## src/rtl/hazard_stall_ctrl.sv

```systemverilog
// Load-use / taken-branch hazard controller for the 5-stage pipe: drives PC and IF/ID enables,
// the IF/ID flush and the ID/EX bubble, with multi-cycle stall/flush windows and event counters.
module hazard_stall_ctrl #(
    parameter int unsigned register_addr = 5,
    parameter int unsigned STALL_CYCLES  = 1,
    parameter int unsigned FLUSH_CYCLES  = 1,
    parameter int unsigned CNT_W         = 16
) (
    input  logic                     clk,
    input  logic                     rstn,
    input  logic [register_addr-1:0] id_rs,
    input  logic [register_addr-1:0] id_rt,
    input  logic                     id_uses_rt,
    input  logic                     mem_r_pip,
    input  logic [register_addr-1:0] rt_pip,
    input  logic                     branch_taken,
    input  logic                     cnt_clr,
    output logic                     pc_w_en,
    output logic                     ifid_w_en,
    output logic                     ifid_flush,
    output logic                     stall_ctr,
    output logic                     busy,
    output logic [CNT_W-1:0]         stall_cnt,
    output logic [CNT_W-1:0]         flush_cnt
);

    localparam int unsigned REM_MAX = (STALL_CYCLES > FLUSH_CYCLES) ? STALL_CYCLES : FLUSH_CYCLES;
    localparam int unsigned REM_W   = (REM_MAX > 1) ? $clog2(REM_MAX + 1) : 1;
    localparam logic [REM_W-1:0] STALL_REM =
        (STALL_CYCLES > 1) ? REM_W'(STALL_CYCLES - 2) : '0;
    localparam logic [REM_W-1:0] FLUSH_REM =
        (FLUSH_CYCLES > 1) ? REM_W'(FLUSH_CYCLES - 2) : '0;

    typedef enum logic [1:0] {StRun, StStall, StFlush} state_e;

    state_e           state_q, state_d;
    logic [REM_W-1:0] rem_q, rem_d;
    logic [CNT_W-1:0] stall_cnt_q, flush_cnt_q;
    logic             haz;
    logic             stall_inc, flush_inc;

    // rt_pip==0 excludes r0, so a zero source register can never match.
    assign haz = mem_r_pip && (rt_pip != '0) &&
                 ((rt_pip == id_rs) || (id_uses_rt && (rt_pip == id_rt)));

    always_comb begin
        state_d    = state_q;
        rem_d      = rem_q;
        pc_w_en    = 1'b1;
        ifid_w_en  = 1'b1;
        ifid_flush = 1'b0;
        stall_ctr  = 1'b0;
        stall_inc  = 1'b0;
        flush_inc  = 1'b0;

        if (branch_taken) begin
            // A taken branch overrides any stall or flush in progress.
            ifid_flush = 1'b1;
            stall_ctr  = 1'b1;
            flush_inc  = 1'b1;
            if (FLUSH_CYCLES > 1) begin
                state_d = StFlush;
                rem_d   = FLUSH_REM;
            end else begin
                state_d = StRun;
                rem_d   = '0;
            end
        end else begin
            unique case (state_q)
                StRun: begin
                    if (haz) begin
                        pc_w_en   = 1'b0;
                        ifid_w_en = 1'b0;
                        stall_ctr = 1'b1;
                        stall_inc = 1'b1;
                        if (STALL_CYCLES > 1) begin
                            state_d = StStall;
                            rem_d   = STALL_REM;
                        end
                    end
                end
                StStall: begin
                    pc_w_en   = 1'b0;
                    ifid_w_en = 1'b0;
                    stall_ctr = 1'b1;
                    if (rem_q == '0) state_d = StRun;
                    else             rem_d   = rem_q - 1'b1;
                end
                StFlush: begin
                    ifid_flush = 1'b1;
                    stall_ctr  = 1'b1;
                    if (rem_q == '0) state_d = StRun;
                    else             rem_d   = rem_q - 1'b1;
                end
                default: begin
                    state_d = StRun;
                    rem_d   = '0;
                end
            endcase
        end

        // Outputs are forced to the idle pattern while reset is held.
        if (!rstn) begin
            pc_w_en    = 1'b1;
            ifid_w_en  = 1'b1;
            ifid_flush = 1'b0;
            stall_ctr  = 1'b0;
        end
    end

    always_ff @(posedge clk) begin
        if (!rstn) begin
            state_q     <= StRun;
            rem_q       <= '0;
            stall_cnt_q <= '0;
            flush_cnt_q <= '0;
        end else begin
            state_q <= state_d;
            rem_q   <= rem_d;
            if (cnt_clr) begin
                stall_cnt_q <= '0;
                flush_cnt_q <= '0;
            end else begin
                if (stall_inc && (stall_cnt_q != '1)) stall_cnt_q <= stall_cnt_q + 1'b1;
                if (flush_inc && (flush_cnt_q != '1)) flush_cnt_q <= flush_cnt_q + 1'b1;
            end
        end
    end

    assign busy      = rstn && (state_q != StRun);
    assign stall_cnt = stall_cnt_q;
    assign flush_cnt = flush_cnt_q;

endmodule

```

## config.mk

```make
export PLATFORM = sky130hd
export DESIGN_NAME = hazard_stall_ctrl
export DESIGN_NICKNAME = d
export VERILOG_FILES = /design/src/rtl/hazard_stall_ctrl.sv
export SDC_FILE = /design/constraint.sdc
export NUM_CORES = 1
export LEC_CHECK = 0
export ABC_AREA = 0
export BUFFER_PORTS_ARGS = -buffer_cell sky130_fd_sc_hd__clkbuf_2
export CAP_MARGIN = 5
export CELL_PAD_IN_SITES_DETAIL_PLACEMENT = 1
export CELL_PAD_IN_SITES_GLOBAL_PLACEMENT = 1
export CORE_MARGIN = 10
export CORE_UTILIZATION = 37
export DETAILED_ROUTE_END_ITERATION = 7
export PLACE_DENSITY_LB_ADDON = 0.12
export RECOVER_POWER = 25
export SLEW_MARGIN = 5
export SYNTH_ARGS = -nofsm -noshare
export SYNTH_HDL_FRONTEND = slang
export SYNTH_SLANG_ARGS = --single-unit
```

## constraint.sdc

```tcl
create_clock -name clk -period 2.4 [get_ports clk]
set_input_delay 0.24 -clock clk [delete_from_list [all_inputs] [get_ports clk]]
set_output_delay 0.24 -clock clk [all_outputs]
set_load 0.05 [all_outputs]
```

==> flow_results.xml <==
<?xml version="1.0" encoding="UTF-8"?>
<metrics>
  <group name="worst_setup_path">
    <metric name="required" unit="ps">2550</metric>
    <metric name="critical_path.startpoint_type" unit="">register</metric>
    <metric name="worst-path-max-fanout" unit="">12</metric>
    <metric name="reg2reg_setup_slack" unit="ps">350</metric>
    <metric name="worst_r2r_startpoint" unit="">stall_cnt[0]$_SDFFE_PP0P_</metric>
    <metric name="critPathKind" unit="">reg -&gt; reg</metric>
    <metric name="worst_setup_path_startpoint" unit="">stall_cnt[0]$_SDFFE_PP0P_</metric>
    <metric name="critPathCaptureType" unit="">register</metric>
    <metric name="worst_ep_arrival_time" unit="ps">2200</metric>
  </group>
  <group name="route">
    <metric name="detailedRoute.firstPassIterationCount" unit="">4</metric>
    <metric name="drt-wirelength-per-cell" unit="um">16.9</metric>
    <metric name="wl_met1" unit="um">2990</metric>
    <metric name="routed_wirelength" unit="um">6170</metric>
    <metric name="met2_wirelength" unit="um">2750</metric>
    <metric name="dr.max_layer_used" unit="">met4</metric>
    <metric name="detail_route.iter0.violations" unit="">113</metric>
    <metric name="vias" unit="">2051</metric>
    <metric name="via_per_inst" unit="">5.60</metric>
    <metric name="dr_wl_met3" unit="um">376</metric>
    <metric name="post-route-drc-count" unit="">0</metric>
    <metric name="antenna_left" unit="">0</metric>
  </group>
  <group name="synthesis">
    <metric name="netlist_top_cells_area" unit="">sky130_fd_sc_hd__dfxtp_1 (34%), sky130_fd_sc_hd__xnor2_1 (6.4%), sky130_fd_sc_hd__nand3_1 (5.8%), sky130_fd_sc_hd__nor2_1 (3.9%), sky130_fd_sc_hd__or4_1 (3.9%)</metric>
    <metric name="synth-warning-count" unit="">0</metric>
    <metric name="synthDominantAreaCellType" unit="">sky130_fd_sc_hd__dfxtp_1</metric>
    <metric name="synth.net_count" unit="">259</metric>
    <metric name="synth.yosys.seq_area_share" unit="%">33.6</metric>
    <metric name="most_frequent_cell_after_synthesis" unit="">sky130_fd_sc_hd__dfxtp_1</metric>
    <metric name="synth-seq-cells" unit="">32</metric>
    <metric name="synth_edf_count" unit="">0</metric>
    <metric name="dominantRegCellSynth" unit="">sky130_fd_sc_hd__dfxtp_1</metric>
    <metric name="post_synth_instance_area" unit="sq um">1910</metric>
    <metric name="yosys-top-cells-count" unit="">sky130_fd_sc_hd__dfxtp_1 (32), sky130_fd_sc_hd__nand3_1 (22), sky130_fd_sc_hd__nor2_1 (20)</metric>
    <metric name="synthDistinctLibCells" unit="">48</metric>
    <metric name="cells_after_synthesis" unit="">236</metric>
    <metric name="synth.top_cell.area_share" unit="%">33.6</metric>
    <metric name="synthesis.area_per_instance" unit="sq um">8.09</metric>
    <metric name="synthArstFlopShare" unit="%">0</metric>
  </group>
  <group name="floorplan">
    <metric name="start_util" unit="%">37.8</metric>
    <metric name="floorplan.die_area" unit="sq um">8430</metric>
    <metric name="die_w" unit="um">91.8</metric>
    <metric name="i_o_pin_total" unit="">58</metric>
    <metric name="die-height" unit="um">91.8</metric>
    <metric name="core" unit="sq um">5040</metric>
    <metric name="fp-row-count" unit="">26</metric>
  </group>
  <group name="finish">
    <metric name="layout-area-overhead-vs-synth" unit="%">23.0</metric>
    <metric name="finalNonFillerCells" unit="">366</metric>
    <metric name="drive_gt1_share" unit="%">18.6</metric>
    <metric name="fillCellCount" unit="">654</metric>
    <metric name="antenna_cells" unit="">0</metric>
    <metric name="nNetsFinal" unit="">318</metric>
  </group>
  <group name="placed_design">
    <metric name="io_buffer_count" unit="">56</metric>
    <metric name="place_congestion" unit="">0.819</metric>
    <metric name="place_inst" unit="">358</metric>
    <metric name="post_dp_hpwl" unit="um">4680</metric>
  </group>
  <group name="global_routing">
    <metric name="number_of_antenna_violations_at_the_first_check_in_global_routing" unit="">0</metric>
    <metric name="grt_max_degree" unit="">23</metric>
    <metric name="global_route.usage.total" unit="%">14.8</metric>
    <metric name="first_global_vias" unit="">2141</metric>
    <metric name="overflow" unit="">0</metric>
    <metric name="grt_first_pass_wirelength" unit="um">10700</metric>
  </group>
  <group name="power_and_ir_drop">
    <metric name="report.power.total" unit="uW">1180</metric>
    <metric name="vdd_ir_drop_max" unit="V">0.000363</metric>
    <metric name="power-per-cell-area" unit="nW/um^2">501</metric>
    <metric name="total_leakage_power" unit="uW">0.000825</metric>
  </group>
  <group name="sta">
    <metric name="finalMaxSlewViolations" unit="">0</metric>
    <metric name="maxSlewHeadroom" unit="%">52.8</metric>
    <metric name="finalSetupViolCount" unit="">0</metric>
    <metric name="finalClockSkew" unit="ps">4.73</metric>
    <metric name="whs" unit="ps">370</metric>
    <metric name="finalCritPeriodShare" unit="%">85.5</metric>
    <metric name="tightest_slew" unit="ps">707</metric>
    <metric name="grt_setup_unrepaired" unit="">no</metric>
    <metric name="timing.setup.tns" unit="ps">0</metric>
    <metric name="max_freq" unit="GHz">0.487</metric>
    <metric name="finalHoldViolations" unit="">0</metric>
    <metric name="period_minus_slack" unit="ps">2050</metric>
  </group>
  <group name="job">
    <metric name="max_cap_violations" unit="">0</metric>
  </group>
  <group name="clock_tree">
    <metric name="cts.repair_timing.setup_buffer_count" unit="">0</metric>
    <metric name="post_cts_resized" unit="">0</metric>
    <metric name="htreeDepth" unit="">2</metric>
    <metric name="cts_hold_buf" unit="">0</metric>
    <metric name="tritoncts" unit="">yes</metric>
    <metric name="count_of_clock_tree_sinks" unit="">32</metric>
    <metric name="cts_made_buffers" unit="">5</metric>
    <metric name="worst_setup_hold_path_clk_slew" unit="ps">70</metric>
    <metric name="cts_root_buffer_type" unit="">sky130_fd_sc_hd__clkbuf_8</metric>
    <metric name="clock_latency" unit="ps">290</metric>
    <metric name="cts-root-to-sink-buffers" unit="">2</metric>
  </group>
  <group name="worst_hold_path">
    <metric name="hold_path.startpoint" unit="">cnt_clr</metric>
    <metric name="timing.hold.worst.class" unit="">in -&gt; reg</metric>
  </group>
  <group name="outcome">
    <metric name="result_of_the_run" unit="">finished clean</metric>
  </group>
</metrics>
## area by class of cell
cell class	instances	area, sq um	share of cell area, %
Inverter	4	15.0	0.640
Sequential cell	32	641	27.3
Clock inverter	2	35.0	1.49
Clock buffer	6	72.6	3.09
Tap cell	70	87.6	3.73
Multi-Input combinational cell	189	1180	50.5
Timing Repair Buffer	63	312	13.3
## placed cells by master, fill, tap and decap left out, types with 2 or more instances in the layout
master / instances
sky130_fd_sc_hd__o21ai_0: 8
sky130_fd_sc_hd__inv_1: 4
sky130_fd_sc_hd__o311ai_0: 2
sky130_fd_sc_hd__nor2_1: 20
sky130_fd_sc_hd__ha_1: 2
sky130_fd_sc_hd__nor4_1: 6
sky130_fd_sc_hd__and2_1: 3
sky130_fd_sc_hd__xnor2_1: 14
sky130_fd_sc_hd__xor2_1: 5
sky130_fd_sc_hd__and4_1: 3
sky130_fd_sc_hd__clkbuf_1: 18
sky130_fd_sc_hd__nand3_1: 22
sky130_fd_sc_hd__clkbuf_8: 5
sky130_fd_sc_hd__o21ai_1: 2
sky130_fd_sc_hd__nand2b_1: 4
sky130_fd_sc_hd__nor3_1: 2
sky130_fd_sc_hd__nand2_1: 14
sky130_fd_sc_hd__buf_4: 7
sky130_fd_sc_hd__or4_1: 10
sky130_fd_sc_hd__and3_1: 4
sky130_fd_sc_hd__nor2b_1: 5
sky130_fd_sc_hd__clkbuf_2: 39
sky130_fd_sc_hd__o31ai_1: 7
sky130_fd_sc_hd__a21oi_1: 14
sky130_fd_sc_hd__a31oi_1: 2
sky130_fd_sc_hd__dfxtp_1: 32
sky130_fd_sc_hd__or3_1: 3
sky130_fd_sc_hd__o21a_1: 5
sky130_fd_sc_hd__o2111ai_1: 2
sky130_fd_sc_hd__nand4_1: 11
sky130_fd_sc_hd__a211oi_1: 2
## registers in the layout (all words and copies together) (netlist names)
register   flops
flush_cnt     16
stall_cnt     16
## routing by layer
metal / global-route usage [%] / vias up
met1: 19.0 / 989
met5: 0 / -
met4: 3.98 / 0
li1: - / 1002
met3: 4.40 / 6
met2: 23.6 / 54
## worst paths after layout
check	end	cells after the start
worst max-delay path	stall_cnt[8]$_SDFFE_PP0P_	7
worst min-delay path	flush_cnt[12]$_SDFFE_PP0P_	3
worst min register to register	stall_cnt[9]$_SDFFE_PP0P_	2
worst max register to register	stall_cnt[8]$_SDFFE_PP0P_	7
## power by group
part	switching (uW)	internal, uW
clock network	219	308
registers	1.72	532
logic	74.5	40.6
total	295	881
## cell families after synthesis
| group | share of synthesized area, % |
|---|---|
| xor gates and xnor gates | 8.72 |
| muxes | 0.525 |
| AOI/OAI and AO/OA | 18.3 |
| buffers and inverters | 4.39 |
| DFF | 33.6 |
| other | 0.197 |
| adders and majority gates | 1.31 |
| and+or+nand+nor | 33.0 |
## through the flow
step / util [%] / setup WS (ps) / cell area, sq um
detailed placement: 44.8 / 363 / 2260
CTS: 46.9 / 348 / 2370
global placement: 44.8 / 415 / 2260
floorplan: - / 143 / 1910
global route: 46.5 / 170 / 2350
finish: 46.5 / 348 / 2350
## critical path: stages (launching register included)
cell and delay (ps):
sky130_fd_sc_hd__dfxtp_1 440, sky130_fd_sc_hd__ha_1 310, sky130_fd_sc_hd__nand4_1 140, sky130_fd_sc_hd__or4_1 540
sky130_fd_sc_hd__nand2_1 120, sky130_fd_sc_hd__buf_4 190, sky130_fd_sc_hd__or4_1 130, sky130_fd_sc_hd__a21oi_1 60
(Power assumes the default switching activity.)
